--- src/rtl/minimac2_rxsched.sv ---
// Receive-slot scheduler for the minimac2 dual RX buffer: arms slots, queues completed frames in order.
// Optional runt filtering is enabled by defining MINIMAC2_RXSCHED_RUNT_EN.
module minimac2_rxsched #(
  parameter int MIN_LEN = 64
) (
  input  logic        sys_clk,
  input  logic        sys_rst_n,
  input  logic        enable,
  output logic [1:0]  rx_ready,
  input  logic [1:0]  rx_done,
  input  logic [10:0] rx_count_0,
  input  logic [10:0] rx_count_1,
  output logic        frm_valid,
  output logic        frm_slot,
  output logic [10:0] frm_count,
  input  logic        frm_ready,
  output logic        irq_rx,
  output logic        err_unarmed,
  output logic [15:0] runt_count
);

`ifdef MINIMAC2_RXSCHED_RUNT_EN
  localparam bit RUNT_EN = 1'b1;
`else
  localparam bit RUNT_EN = 1'b0;
`endif
  localparam logic [10:0] MIN_LEN_W = 11'(MIN_LEN);

  typedef enum logic [1:0] {
    S_IDLE  = 2'd0,
    S_ARMED = 2'd1,
    S_FULL  = 2'd2
  } slot_state_e;

  slot_state_e state_q [2];
  slot_state_e state_d [2];
  logic [10:0] cnt_q [2];
  logic [10:0] cnt_d [2];
  logic [10:0] cnt_in [2];
  logic [1:0]  push, runt, bad_done, ready_d;
  logic [1:0]  fifo_q, fifo_d;
  logic [1:0]  occ_q, occ_d;
  logic        frm_valid_q, frm_valid_d;
  logic        frm_slot_q, frm_slot_d;
  logic [10:0] frm_count_q, frm_count_d;
  logic [1:0]  rx_ready_q;
  logic        err_q;
  logic [15:0] runt_q, runt_d;
  logic [16:0] runt_sum;
  logic        xfer;

  assign cnt_in[0] = rx_count_0;
  assign cnt_in[1] = rx_count_1;
  assign xfer      = frm_valid_q & frm_ready;

  genvar gi;
  generate
    for (gi = 0; gi < 2; gi++) begin : g_slot
      slot_state_e st_d;
      logic [10:0] c_d;
      logic        push_g, runt_g, bad_g;

      always_comb begin
        st_d   = state_q[gi];
        c_d    = cnt_q[gi];
        push_g = 1'b0;
        runt_g = 1'b0;
        bad_g  = 1'b0;
        case (state_q[gi])
          S_IDLE: begin
            bad_g = rx_done[gi];
            if (enable) st_d = S_ARMED;
          end
          S_ARMED: begin
            if (rx_done[gi]) begin
              if (RUNT_EN && (cnt_in[gi] < MIN_LEN_W)) begin
                runt_g = 1'b1;
              end else begin
                st_d   = S_FULL;
                c_d    = cnt_in[gi];
                push_g = 1'b1;
              end
            end
          end
          S_FULL: begin
            // A done pulse here (even alongside this slot's transfer) is unarmed.
            bad_g = rx_done[gi];
            if (xfer && (frm_slot_q == 1'(gi))) st_d = enable ? S_ARMED : S_IDLE;
          end
          default: st_d = S_IDLE;
        endcase
      end

      assign state_d[gi]  = st_d;
      assign cnt_d[gi]    = c_d;
      assign push[gi]     = push_g;
      assign runt[gi]     = runt_g;
      assign bad_done[gi] = bad_g;
      assign ready_d[gi]  = (st_d == S_ARMED);
    end
  endgenerate

  // Pop before push; slot 0 lands ahead of slot 1 on simultaneous completions.
  always_comb begin
    fifo_d = fifo_q;
    occ_d  = occ_q;
    if (xfer) begin
      fifo_d[0] = fifo_q[1];
      occ_d     = occ_q - 2'd1;
    end
    for (int i = 0; i < 2; i++) begin
      if (push[i]) begin
        fifo_d[occ_d[0]] = 1'(i);
        occ_d            = occ_d + 2'd1;
      end
    end
  end

  always_comb begin
    frm_valid_d = (occ_d != 2'd0);
    frm_slot_d  = frm_slot_q;
    frm_count_d = frm_count_q;
    if (occ_d != 2'd0) begin
      frm_slot_d  = fifo_d[0];
      frm_count_d = cnt_d[fifo_d[0]];
    end
    runt_sum = {1'b0, runt_q} + 17'(runt[0]) + 17'(runt[1]);
    runt_d   = runt_sum[16] ? 16'hFFFF : runt_sum[15:0];
  end

  always_ff @(posedge sys_clk or negedge sys_rst_n) begin
    if (!sys_rst_n) begin
      for (int i = 0; i < 2; i++) begin
        state_q[i] <= S_IDLE;
        cnt_q[i]   <= 11'd0;
      end
      fifo_q      <= 2'b00;
      occ_q       <= 2'd0;
      frm_valid_q <= 1'b0;
      frm_slot_q  <= 1'b0;
      frm_count_q <= 11'd0;
      rx_ready_q  <= 2'b00;
      err_q       <= 1'b0;
      runt_q      <= 16'd0;
    end else begin
      for (int i = 0; i < 2; i++) begin
        state_q[i] <= state_d[i];
        cnt_q[i]   <= cnt_d[i];
      end
      fifo_q      <= fifo_d;
      occ_q       <= occ_d;
      frm_valid_q <= frm_valid_d;
      frm_slot_q  <= frm_slot_d;
      frm_count_q <= frm_count_d;
      rx_ready_q  <= ready_d;
      err_q       <= err_q | (|bad_done);
      runt_q      <= runt_d;
    end
  end

  assign rx_ready    = rx_ready_q;
  assign frm_valid   = frm_valid_q;
  assign frm_slot    = frm_slot_q;
  assign frm_count   = frm_count_q;
  assign irq_rx      = frm_valid_q;
  assign err_unarmed = err_q;
  assign runt_count  = runt_q;

endmodule

--- config.mk ---
export PLATFORM = sky130hd
export DESIGN_NAME = minimac2_rxsched
export DESIGN_NICKNAME = d
export VERILOG_FILES = /design/src/rtl/minimac2_rxsched.sv
export SDC_FILE = /design/constraint.sdc
export NUM_CORES = 1
export LEC_CHECK = 0
export ABC_AREA = 1
export BUFFER_PORTS_ARGS = -buffer_cell sky130_fd_sc_hd__buf_2
export CAP_MARGIN = 20
export CORE_MARGIN = 2
export CORE_UTILIZATION = 52
export CTS_CLUSTER_DIAMETER = 120
export DETAILED_ROUTE_END_ITERATION = 10
export MAX_ROUTING_LAYER = met4
export PLACE_DENSITY_LB_ADDON = 0.05
export RECOVER_POWER = 25
export SETUP_SLACK_MARGIN = 0.02
export SLEW_MARGIN = 25
export SYNTH_ARGS = -nofsm -noshare
export SYNTH_HDL_FRONTEND = slang
export SYNTH_SLANG_ARGS = --single-unit
export TNS_END_PERCENT = 100
--- constraint.sdc ---
create_clock -name sys_clk -period 1.65 [get_ports sys_clk]
set_input_delay 0.0825 -clock sys_clk [delete_from_list [all_inputs] [get_ports sys_clk]]
set_output_delay 0.0825 -clock sys_clk [all_outputs]
set_load 0.005 [all_outputs]
# Word level (Yosys, flattened, before mapping)
# Cells that the tools add are included.
# word_totals
register_bits	46
word_cells	74
out_inout_bits	33
in_bits	28
# op_classes
n_bitwise	7
n_addsub	3
n_eq_ne	6
order_cmp	5
reduce_logical	10
muxes	32
# op_table
op	n
11-bit 2-to-1 mux	7
2-bit 2-to-1 mux	11
2-bit one-hot mux with 3 select lines	2
1-bit 2-to-1 mux	10
2-bit by 1-bit == test with 1-bit output (second input constant)	4
2-bit OR reduction	3
2-bit by 1-bit adder with 2-bit output (second input constant)	2
2-bit == test (second input constant)	2
1-bit logical AND	4
2-bit logical NOT	2
1-bit by 2-bit less-than comparator with 1-bit output (second input constant)	2
2-bit bitwise AND	1
1-bit demux with 1-bit select	2
1-bit >= comparator (second input constant)	2
2-bit >= comparator (second input constant)	1
1-bit NOT with 2-bit output	1
2-bit NOT	1
2-bit bitwise OR	1
2-bit nonzero test	1
2-bit by 1-bit subtractor with 2-bit output (second input constant)	1
1-bit bitwise AND	1
1-bit NOT	1
1-bit bitwise OR	1

# Depth between registers and ports, before layout
# logic_depth
depth_word	15
ltp_mapped	11
depth_no_buf	10

# Least setup slack after synthesis
# No wires, ideal clock.
# synth_timing
path_type	register -> register
from	register frm_valid_q (netlist: frm_valid)
to	register frm_slot_q (netlist: frm_slot)
synth_period_minus_slack_ps	1388
path_stages_with_launch	12
t_required_ps	1533
setup_slack_ps	262
n_path_buf	1
t_arrival_ps	1270
setup_ps	117
path_cell_list	dfrtp_1 > nand2_2 > nand2_2 > nand2_2 > nand2_2 > nand2_1 > nand2_1 > nand2_2 > nand3_4 > buf_6 > nand2_1 > nand2_1
# synth_between
word_cells_on_any_way	23
classes_between	add/sub (2); order compare (4); mux (10); bitwise (4); reduce/logical (3)
# synth_rtl
element	line	text
start: declaration	43	logic frm_valid_q, frm_valid_d;
start signal: assignment	152	frm_valid_q <= frm_valid_d;
1-bit bitwise AND (*)	54	assign xfer = frm_valid_q & frm_ready;
2-bit 2-to-1 mux (*)	107	if (xfer) begin
2-bit by 1-bit adder with 2-bit output	114	occ_d = occ_d + 2'd1;
2-bit 2-to-1 mux (*)	112	if (push[i]) begin
2-bit by 1-bit adder with 2-bit output	114	
2-bit 2-to-1 mux (*)	112	
2-bit nonzero test (*)	n/a	
net frm_valid_d	43	
end signal: assignment	153	frm_slot_q <= frm_slot_d;
end: declaration	44	logic frm_slot_q, frm_slot_d;
# Mark *: on every way through the listed nets, which the timed path passes. The rest lies on a longest branch.
# A chain may end at the register's enable or synchronous reset.

# Final worst setup path
# layout_timing
from	register frm_valid_q (netlist: frm_valid)
to	register frm_count_q[9] (netlist: frm_count[9])
# layout_between
elab_chain_len	15
word_cells_on_any_way	27
classes_between	add/sub (2); order compare (4); mux (13); bitwise (5); reduce/logical (3)
# layout_lines
element	line	text
1-bit bitwise AND (*)	54	
branches (longest 14 deep; another with 2-bit by 1-bit adder with 2-bit output)	n/a	
end signal: assignment	154	frm_count_q <= frm_count_d;
end: declaration	45	logic [10:0] frm_count_q, frm_count_d;
# Mark *: on every way between the ends. The select of a mux whose other input is x is not followed.

==> impl_results.md <==
* Fraction of the mapped netlist area in simple logic gates at 35.4%
* List of most frequent post-synthesis cells: nand2_1, dfrtp_1, buf_4, nand3_1, nand4_1
* Worst Min Path Start: rx_count_0[10]
* Max capacitance violation total at 0
* Cells after synthesis at 267
* Capture instance of the worst register-to-register path: frm_count[9]$_DFFE_PN0P_
* Post-synthesis cell type with the largest combined area: dfrtp_1
* Mean instance size in the synthesized netlist at 8.38 sq um
* Clock tree buffer depth at 2
* Count of vias placed by the detailed router at 1820
* Number of antenna diodes at 0
* Post-DP Area at 2450 sq um
* Pwr dens at 1980 nW/um^2
* Clock buffer count from CTS at 5
* Area fraction in compound gates after synthesis at 2.12%
* Leakage power of the design at 1.50 nW
* Final setup fails at 0
* Worst r2r src: frm_valid$_DFF_PN0_
* Peak per-stage delay on the critical path at 0.43 ns
* Max Clk Rate at 674 MHz
* Standard-cell row count at 23
* Cells taking the most area after synthesis: dfrtp_1, nand2_1, buf_4, nand3_1, nand4_1
* Slowest-stage cell, CP: dfrtp_1
* Critical path data arrival time at 1.67 ns
* Portion of netlist area occupied by mux cells at 0%
* Ys Warns at 0
* # clock sinks at 46
* Status: finished clean
* Max FO, Critical Path at 7
* Crit path buf inv count at 0
* Dominant cell by count in the synthesized netlist: nand2_1
* Count of buffers from port buffering at 44
* Number of DRC violations after detailed routing at 0
* Portion of the clock cycle consumed by the worst path in the final layout at 89.9%
* Synthesized flop and latch total at 46
* Proportion of layout cells with a drive suffix above 1 at 26.3%
* Std-Cell Core Area at 4060 sq um
* Leading register cell type out of synthesis: dfrtp_1
* Adder-cell share of the synthesized area at 0%
* Pint at 3.05 mW
* Global-route congestion overflow total at 0
* Most frequent cell on the critical path: nand2_2
* Max rail drop VDD at 0.863 mV
* Summed area of non-filler cells in the final layout at 2650 sq um
* Die Footprint at 4850 sq um
* WS Path Type: register to register
* I/O pin count at 61
* Clock Skews at 0.00739 ns
* Sequential share of power at 35.8%
* Final routed wire length divided by cell count at 12.7 microns
* Antenna violations before repair at 0
* Kind of cell adding the most delay to the critical path: simple AND/OR/NAND/NOR gates
* Layout Nets at 350
* Synth async-reset ratio at 100%
* Sequential element share of the synthesized area at 51.4%
* Overall die height at 69.6 microns
* Source-to-sink clock delay at the later pin of the worst-skew pair at 0.30 ns
* Total count of max-transition violations in the final report at 0
* Setup TNS at 0 ns
* Global-route wire length before repair at 8060 microns
* Post-route antenna net violation count at 0
* Cells traversed along the worst timing path: nand2_2 > nand2_2 > nand2_2 > nand2_2 > nand2_2 > nand2_1 > nand2_4 > nand3_4 > nand2_1 > nand2_1
* Detailed placer's ending HPWL at 3410 microns
* First-pass detailed-route iteration total at 5
* Via count of the first global-routing pass at 1834
* Worst path setup slack after routing at 0.167 ns
* Overall die width at 69.6 microns
* Endpoint of the worst hold-timing path: cnt_q[21]$_DFF_PN0_
* Reg-to-reg slack, setup at 0.17 ns
* Largest net degree at the start of global routing at 25
* Pre-CTS setup slack at 0.0704 ns
* Worst-margin pin slew at 0.604 ns
* Number of library cell types mapped by synthesis at 20
* CTS clock-pin slew for the worst setup and hold paths at 0.08 ns
* Setup repair after global routing missed its margin: false
* CP endpoint kind: register
* Xor-xnor portion of the synthesized cell area at 0%
* Clock tree from TritonCTS: built
* EDFF count, synth at 0
* CTS H-tree depth at 2
* Global routing usage summed across all routing layers at 21.4%
* Worst-case reg-to-reg path depth at 10
* Hold violation total from the final report at 0
* Initial cell density of the core at 55.2%
* Total Routed Length at 4720 microns
* Drt initial violations at 67
* Portion of synthesized cell area occupied by the leading cell type at 51.4%
* Growth of design area from synthesis to finish at 18.5%
* Hold Path Stages at 3
* Final critical-path required period at 1.48 ns
* Master cell of the clock root buffer: clkbuf_8
* Vias per cell at 4.88
* Switching power of the nets at 2.21 mW
* Combined area of all synthesized cells at 2240 sq um
* Main combinational cell family by area after synthesis: simple AND/OR/NAND/NOR gates
* Clock share of power at 15.1%
* CP startpoint kind: register
* Routability cong. at 0.840
* Logic gate share of total power at 49.1%
* Worst max-slew margin expressed relative to the limit at 59.7%
* WP data required at 1.84 ns
* Sw frac at 41.9%
* Type of the worst min-delay path: primary input to register
==> per-stage QoR <==
step           util [%]  std cells  power (mW)  hold WS, ns
2_1_floorplan         -        282        3.72       -0.213
3_3_place_gp       60.5        359        4.27       0.0964
3_5_place_dp       60.5        359        4.30        0.100
4_1_cts            63.7        369        5.10     0.000531
5_1_grt            65.4        373        5.77      0.00979
6_report           65.4        373        5.26      0.00608
==> flip-flops by register name, summed over array words and instances (netlist names) <==
| name | flops |
|---|---|
| frm_count | 11 |
| cnt_q | 22 |
| occ_q | 2 |
| fifo_q | 2 |
| rx_ready | 2 |
| err_unarmed | 1 |
| frm_valid | 1 |
| frm_slot | 1 |
| state_q | 4 |
==> cells by family (layout without fill, tap and decap cells) <==
group,Yosys count,count (layout)
buffers and inverters,38,78
DFF,46,46
and+or+nand+nor,176,177
other,1,16
AOI/OAI and AO/OA,6,6
==> cell usage in the layout, fill, tap and decap left out <==
cell | synthesis | routed
o21ai_0 | 1 | 1
clkbuf_8 | 0 | 8
nor2_1 | 2 | 2
dfrtp_1 | 46 | 46
nand3_1 | 16 | 16
nand3_4 | 2 | 4
dlygate4sd3_1 | 0 | 2
clkbuf_2 | 0 | 1
buf_4 | 22 | 13
a221o_1 | 1 | 1
o32ai_1 | 2 | 2
inv_2 | 4 | 4
inv_1 | 6 | 6
nand2_1 | 129 | 128
nand2_2 | 10 | 9
nand4_1 | 12 | 12
nand3b_1 | 1 | 1
nand3_2 | 4 | 3
buf_2 | 3 | 40
nand2_4 | 0 | 2
conb_1 | 1 | 16
clkbuf_1 | 1 | 3
buf_12 | 0 | 1
o31ai_1 | 2 | 2
==> what timing repair did <==
item	in CTS	in global routing
endpoints found under the setup margin	0	13
resized for setup	0	5
hold buffers	2	0
hold endpoints to repair	23	0
setup buffers	0	3
==> routing by layer <==
metal | vias to the layer above | track usage, % | part of all wire [%]
met5 | - | - | 0
met4 | 0 | 7.91 | 1.3
met3 | 5 | 3.92 | 3.7
li1 | 926 | - | -
met2 | 35 | 35.0 | 49
met1 | 854 | 26.7 | 46
==> cell type report <==
class | count | area [sq um]
fill | 367 | 1410
inverter | 10 | 37.5
multi-input combinational | 199 | 937
timing repair buffer | 60 | 354
tap | 50 | 62.6
sequential | 46 | 1150
clock buffer | 8 | 110
==> worst max path at each step <==
stage,to,slack (ns),cells past startpoint,from
4_1_cts,frm_count[9]$_DFFE_PN0P_,0.07,10,frm_valid$_DFF_PN0_
3_3_place_gp,frm_count[3]$_DFFE_PN0P_,0.13,10,frm_valid$_DFF_PN0_
6_report,frm_count[9]$_DFFE_PN0P_,0.17,10,frm_valid$_DFF_PN0_
2_1_floorplan,frm_slot$_DFFE_PN0P_,0.26,11,frm_valid$_DFF_PN0_
3_5_place_dp,frm_count[9]$_DFFE_PN0P_,0.07,10,frm_valid$_DFF_PN0_
5_1_grt,frm_count[2]$_DFFE_PN0P_,0.03,10,frm_valid$_DFF_PN0_
==> power groups by stage <==
stage	logic, mW	registers [mW]	clock network (mW)
after floorplan	1.84	1.88	0
after global placement	2.37	1.89	0
after detailed placement	2.40	1.90	0
after CTS	2.41	1.88	0.811
after global routing	2.97	1.93	0.859
final	2.58	1.88	0.792
==> worst min-delay path: stages <==
cell and delay (ns):
buf_2 0.07, nand2_1 0.04, nand2_1 0.07
(Power assumes the default switching activity.)
